**src/rtl/two_to_four_pulse_decoder_pkg.sv**
```systemverilog
// Shared definitions for the 2:4 pulse decoder and its 4:2 encoder counterpart.
//   - state encoding of the decoder FSM
//   - line codes as produced by the encoder ({out1,out0})
//   - helper functions for timer sizing and code-to-one-hot expansion
package two_to_four_pulse_decoder_pkg;

    localparam logic [0:0] ST_IDLE  = 1'b0;
    localparam logic [0:0] ST_DRIVE = 1'b1;

    typedef enum logic [0:0] {
        IDLE  = ST_IDLE,
        DRIVE = ST_DRIVE
    } state_t;

    localparam logic [1:0] CODE_A = 2'b00;
    localparam logic [1:0] CODE_B = 2'b01;
    localparam logic [1:0] CODE_C = 2'b10;
    localparam logic [1:0] CODE_D = 2'b11;

    // Bits needed to hold PULSE_LEN-1; never narrower than one bit.
    function automatic int timer_w(input int pulse_len);
        int w;
        w = $clog2(pulse_len);
        return (w < 1) ? 1 : w;
    endfunction

    // Bit order of the result is {d, c, b, a}.
    function automatic logic [3:0] code_to_lines(input logic [1:0] code);
        logic [3:0] lines;
        lines = 4'b0000;
        case (code)
            CODE_A:  lines = 4'b0001;
            CODE_B:  lines = 4'b0010;
            CODE_C:  lines = 4'b0100;
            default: lines = 4'b1000;
        endcase
        return lines;
    endfunction

endpackage

```
**src/rtl/two_to_four_pulse_decoder_sat_event_counter.sv**
```systemverilog
// Saturating event counter, one per decoded line.
//   clk   : rising-edge clock
//   reset : synchronous active-high reset, zeroes the count
//   inc   : count one event this cycle
//   clr   : zero the count; an event in the same cycle leaves the count at 1
//   count : current count, sticks at all-ones
module sat_event_counter #(
    parameter int CNT_W = 8
) (
    input  logic             clk,
    input  logic             reset,
    input  logic             inc,
    input  logic             clr,
    output logic [CNT_W-1:0] count
);

    always_ff @(posedge clk) begin
        if (reset) begin
            count <= '0;
        end else if (clr) begin
            count <= inc ? CNT_W'(1) : '0;
        end else if (inc && (count != {CNT_W{1'b1}})) begin
            count <= count + CNT_W'(1);
        end
    end

endmodule

```
**src/rtl/two_to_four_pulse_decoder.sv**
```systemverilog
// 2:4 pulse decoder. Takes a 2-bit line code over a valid/ready handshake and
// drives the matching one-hot line for PULSE_LEN cycles, counting accepts per
// line in saturating counters.
//   clk, reset         : clock, synchronous active-high reset
//   in_valid/in_code   : code offered by the source ({out1,out0})
//   in_ready           : a code can be taken this cycle
//   a, b, c, d         : registered decoded lines for codes 00..11
//   busy               : any decoded line is high
//   cnt_sel/cnt_out    : read-out of one of the four event counters
//   cnt_clear          : zero all event counters
//
// state | meaning
// IDLE  | no line driven, ready for a code
// DRIVE | one line high; timer counts the remaining cycles down to 0
module two_to_four_pulse_decoder
    import two_to_four_pulse_decoder_pkg::*;
#(
    parameter int PULSE_LEN = 4,
    parameter int CNT_W     = 8
) (
    input  logic             clk,
    input  logic             reset,
    input  logic             in_valid,
    input  logic [1:0]       in_code,
    output logic             in_ready,
    output logic             a,
    output logic             b,
    output logic             c,
    output logic             d,
    output logic             busy,
    input  logic [1:0]       cnt_sel,
    input  logic             cnt_clear,
    output logic [CNT_W-1:0] cnt_out
);

    localparam int            TW         = timer_w(PULSE_LEN);
    localparam logic [TW-1:0] TIMER_LOAD = TW'(PULSE_LEN - 1);

    state_t          state;
    logic [TW-1:0]   timer;
    logic [3:0]      lines;
    logic            accept;
    logic [CNT_W-1:0] counts [4];

    // Ready on the last pulse cycle too, so a new code follows with no gap.
    assign in_ready = !reset && ((state == IDLE) || (timer == '0));
    assign accept   = in_valid && in_ready;

    always_ff @(posedge clk) begin
        if (reset) begin
            state <= IDLE;
            timer <= '0;
            lines <= 4'b0000;
        end else begin
            case (state)
                IDLE: begin
                    if (accept) begin
                        state <= DRIVE;
                        timer <= TIMER_LOAD;
                        lines <= code_to_lines(in_code);
                    end
                end
                default: begin
                    if (timer != '0) begin
                        timer <= timer - TW'(1);
                    end else if (accept) begin
                        timer <= TIMER_LOAD;
                        lines <= code_to_lines(in_code);
                    end else begin
                        state <= IDLE;
                        lines <= 4'b0000;
                    end
                end
            endcase
        end
    end

    assign a    = lines[0];
    assign b    = lines[1];
    assign c    = lines[2];
    assign d    = lines[3];
    assign busy = |lines;

    for (genvar i = 0; i < 4; i++) begin : g_cnt
        sat_event_counter #(.CNT_W(CNT_W)) u_cnt (
            .clk   (clk),
            .reset (reset),
            .inc   (accept && (in_code == 2'(i))),
            .clr   (cnt_clear),
            .count (counts[i])
        );
    end

    always_comb begin
        cnt_out = counts[0];
        case (cnt_sel)
            CODE_A:  cnt_out = counts[0];
            CODE_B:  cnt_out = counts[1];
            CODE_C:  cnt_out = counts[2];
            default: cnt_out = counts[3];
        endcase
    end

endmodule
```
**config.mk**
```make
export PLATFORM = sky130hd
export DESIGN_NAME = two_to_four_pulse_decoder
export DESIGN_NICKNAME = d
export VERILOG_FILES = /design/src/rtl/two_to_four_pulse_decoder_pkg.sv /design/src/rtl/two_to_four_pulse_decoder_sat_event_counter.sv /design/src/rtl/two_to_four_pulse_decoder.sv
export SDC_FILE = /design/constraint.sdc
export NUM_CORES = 1
export LEC_CHECK = 0
export CORE_UTILIZATION = 55
export CTS_CLUSTER_DIAMETER = 200
export DETAILED_ROUTE_END_ITERATION = 8
export MAX_ROUTING_LAYER = met4
export PLACE_DENSITY = 0.88
export REMOVE_ABC_BUFFERS = 1
export SLEW_MARGIN = 20
export SYNTH_ARGS = -nofsm -noshare
export SYNTH_HDL_FRONTEND = slang
export SYNTH_SLANG_ARGS = --single-unit
```
**constraint.sdc**
```tcl
create_clock -name clk -period 2.4 [get_ports clk]
set_clock_uncertainty 0.05 [all_clocks]
set_input_delay 0.6 -clock clk [delete_from_list [all_inputs] [get_ports clk]]
set_output_delay 0.6 -clock clk [all_outputs]
set_load 0.01 [all_outputs]
```
After elaboration in Yosys (flattened, before gate mapping):

Cells that the tools add are included.

* output and inout port bits: 14
* memories kept: 0
* bits of input ports: 8
* latch bits: 0
* bits in read-only memories: 0
* RAM bits: 0
* register bits after elaboration: 39

* order comparisons: 0
* bitwise gates (word level): 1
* equal/unequal tests: 10
* $mul: 0
* $add $sub $neg: 5
* div/mod/pow operators: 0
* reductions and logical operators: 23
* shift operators: 0
* muxes and demuxes: 24

Operator list (count)
* $mux W8: 8
* $add A8 B1 Y8 const B: 4
* $ne A8 B8 Y1 const B: 4
* $pmux W8 S3: 1
* $mux W4: 4
* $pmux W4 S3: 1
* $reduce_bool A2 Y1: 6
* $logic_and A1 B1 Y1: 10
* $mux W1: 7
* $eq A2 B2 Y1 const B: 3
* $logic_not A2 Y1: 3
* $mux W2: 3
* $eq A2 B1 Y1 const B: 2
* $reduce_or A4 Y1: 1
* $ne A2 B2 Y1 const B: 1
* $reduce_and A2 Y1: 1
* $sub A2 B1 Y2 const B: 1
* $logic_not A1 Y1: 1
* $logic_or A1 B1 Y1: 1
* $not A1 Y1: 1

Longest topological paths before layout:

* depth after elaboration: 8
* mapped depth: 6
* depth with buffers taken out: 5

Hierarchy:

Synthesis repeated with hierarchy kept, for this count alone.

* cells, all modules: 254
* area total of the unflattened synthesis: 2313.5 µm²

By module, submodules not included
* sat_event_counter: cells each 53, sequential area each 160.2 µm², area each 444.2 µm², instances 4
* two_to_four_pulse_decoder: cells each 42, sequential area each 140.1 µm², area each 536.8 µm², instances 1

Least setup slack after synthesis:

No wires, ideal clock.

* path type: in2out
* start point: input port cnt_sel[1]
* end point: output port cnt_out[0]
* arrival time: 1.615 ns
* setup slack: 0.135 ns
* stages: 2
* path buffers: 1
* cells stage by stage: clkbuf_1 > mux4_2

* word-level cells in the longest chain between the ends: 2
* elaborated cells between the ends (all ways): 4
* those cells by class: eq/ne (2); mux (1); reduce/logical (1)

RTL lines
* start, declared: line two_to_four_pulse_decoder.sv:31 `input logic [1:0] cnt_sel,`
* $eq A2 B2 Y1 (tied with other cells): line two_to_four_pulse_decoder.sv:96 `case (cnt_sel)`
* $pmux W8 S3 (*): line two_to_four_pulse_decoder.sv:96
* end, declared: line two_to_four_pulse_decoder.sv:33 `output logic [CNT_W-1:0] cnt_out`

Mark *: on every way between the ends. The rest lies on a longest branch, timed or not.

Worst setup path in the final report:

* start point: input port cnt_sel[1]
* end point: output port cnt_out[6]

Same word-level chain as after synthesis.

==> run metrics <==
worst min-delay path class reg2reg; power share of the clock group 0.363; fmax 426 MHz; Switch Pwr 0.000319 W; cell-internal power 0.000954 W; critical path endpoint category output port; GP Congestion 0.895; Final Cycle Share 0.978; number of buffers created by CTS 5; Hold Buf Count CTS 0; routed wire length per instance 17.4 um; VDD IR-drop max 0.000378 V; P per Cell Area 476 nW/um^2; drt pass-1 iters 5; Placed Area 2610 sq um; family with the most delay on the worst path buffers and inverters; Mapped Area 2170 sq um; Seq pwr share 0.528; vias in the first global route 2010; Max stage delay on crit path 0.49 ns; Worst-Skew Late Latency 0.30 ns; max cap viols 0; vias 2213; Top Layer Used met4; minimum clock period 2.35 ns; Leak 0.970 nW; share of cells above drive strength 1 0.197; Area Growth Syn to Fin 23.0%; DRC 0; crit path DAT 1.70 ns; final wirelength 5870 um; kind of critical path in2out; element type at the critical path start input port; routed wl met3 491 um; Critical R2R Launch timer[1]; CTS H-tree depth 2; Netlist cell types 42; Post-synth ARST share 0; sw frac 0.250; R2R Setup Slk 0.41 ns; Hold Path Cell Cnt 2; setup TNS 0 ns; die width 64.8 um; Final Max Slew Viols 0; Slowest cell on crit path mux4_2; Main synth FF type dfxtp_1; WHS Endpoint g_cnt[1].u_cnt.count[6]; Syn Inst Count 246; Initial Util 0.585; root buf cell clkbuf_8; Post-synth EDFFs 0; critical-path cell list clkdlybuf4s15_1 > buf_12 > mux4_2 > clkdlybuf4s15_2; die area 4200 sq um; number of synthesized register bits 39; grt ovf 0; reg-to-reg endpoint g_cnt[0].u_cnt.count[3]; Slew @ Worst Pin 0.461 ns; Max clock buf depth 2; vias per cell 6.57; num rows 22; IO Pins 22; met1 WL 2440 um; critical path data required time 1.75 ns; fin area 2670 sq um; # setup viols final 0; net count reported at finish 301; initial antenna violation count 0; DR WL met2 2860 um; # diodes 0; Synthesis Warnings 0; pin count of the biggest net entering global routing 15; Port Buf Inserts 21; DP HPWL 4150 um; syn_area_per_cell 8.83 sq um; Die Y 64.8 um; commonest non-fill, non-tap cell in the layout dfxtp_1; Detailed Route Iter0 Violations 327; Final Hold Viols 0; global-route usage over all layers 0.309; status finished clean; FF-to-FF path depth 4; CTS tree done; remaining antenna violation count after routing 0; crit-path max FO 8; commonest non-fill, non-tap cells in the layout dfxtp_1 (39), buf_4 (27), nand2_1 (20); Clock Sinks 39; Logic pwr share 0.109; Buffers & Inverters on Critical Path 3; CTS clk-pin slew, worst paths 0.07 ns; Core ar. 3720 sq um; RSZ-0062 raised after global routing no; hold path startpoint g_cnt[1].u_cnt.count[6]; sequential share of the synthesized area 0.359; Worst slew margin 0.689; first-pass GRT wire length 9680 um
-- cell type report --
| class | count | area (sq um) |
|---|---|---|
| fillers | 271 | 1040 |
| clock inverters | 1 | 5.00 |
| multi-input cells | 181 | 1290 |
| clock buffers | 6 | 82.6 |
| inverters | 12 | 45.0 |
| flip-flops and latches | 39 | 781 |
| repair buffers | 50 | 412 |
| well taps | 48 | 60.1 |
-- worst max path at each step --
stage | start | end | slack, ns | depth (start not counted)
after global routing | cnt_sel[1] | cnt_out[6] | 0.03 | 4
final | cnt_sel[1] | cnt_out[6] | 0.05 | 4
after CTS | cnt_sel[0] | cnt_out[3] | 0.0006 | 4
after global placement | cnt_sel[1] | cnt_out[2] | -0.48 | 4
after floorplan | in_valid | g_cnt[0].u_cnt.count[3] | 0.35 | 4
after detailed placement | cnt_sel[1] | cnt_out[1] | -0.52 | 4
-- metrics by stage --
| stage | util | std cells | setup slack [ns] | hold WS [ns] | total power, W |
|---|---|---|---|---|---|
| floorplan | - | 232 | 0.347 | 0.403 | 0.000738 |
| global placement | 0.703 | 330 | -0.484 | 0.424 | 0.000819 |
| detailed placement | 0.703 | 330 | -0.520 | 0.433 | 0.000824 |
| CTS | 0.723 | 337 | 0.000553 | 0.447 | 0.00127 |
| global route | 0.719 | 337 | 0.0259 | 0.462 | 0.00132 |
| finish | 0.719 | 337 | 0.0527 | 0.453 | 0.00127 |
-- worst min-delay path: stages, from the launching register on --
cell	delay (ns)
dfxtp_1	0.33
inv_1	0.08
a21oi_1	0.06
-- cells in the mapped netlist, drive strengths merged (5+ instances only) --
master,count,area (sq um)
nor2,12,45.0
clkbuf,12,45.0
inv,12,45.0
nand2,20,75.1
mux4,8,180
mux2i,6,60.1
a21oi,19,95.1
or4,10,78.8
o311ai,6,52.6
dfxtp,39,781
nand3,15,75.1
nor3,5,25.0
or3,8,50.1
o31ai,8,60.1
o21ai,6,30.0
nor4,7,43.8
o41ai,7,61.3
-- metal layers --
metal,global-route usage,up-vias
met5,-,-
met4,0.117,0
met3,0.0651,9
met2,0.487,103
met1,0.387,1059
li1,-,1042
-- flip-flops by register name, summed over array words and instances, names as in the netlist --
| name | flops |
|---|---|
| lines | 4 |
| g_cnt.u_cnt.count | 32 |
| timer | 2 |
| state | 1 |
-- what timing repair did --
action | in CTS | in global routing
setup buffers | 0 | 0
setup endpoints to repair | 9 | 5
gates resized for setup | 27 | 7
pin swaps | 0 | 0
-- power groups by stage --
stage | clock network [W] | registers (W) | logic, W
after global routing | 0.000497 | 0.000674 | 0.000150
final | 0.000462 | 0.000671 | 0.000139
after detailed placement | 0 | 0.000686 | 0.000138
after floorplan | 0 | 0.000683 | 0.0000549
after global placement | 0 | 0.000685 | 0.000134
after CTS | 0.000459 | 0.000671 | 0.000136
-- cell families (layout without fill, tap and decap cells) --
family | after synthesis | after routing | synth area share
simple gates | 103 | 103 | 0.267
compound gates | 60 | 60 | 0.191
flops | 39 | 39 | 0.359
buf+inv | 26 | 69 | 0.0484
mux | 14 | 14 | 0.111
fa+ha+maj | 4 | 4 | 0.0230
Note: power is estimated with default switching activity, not from simulation.
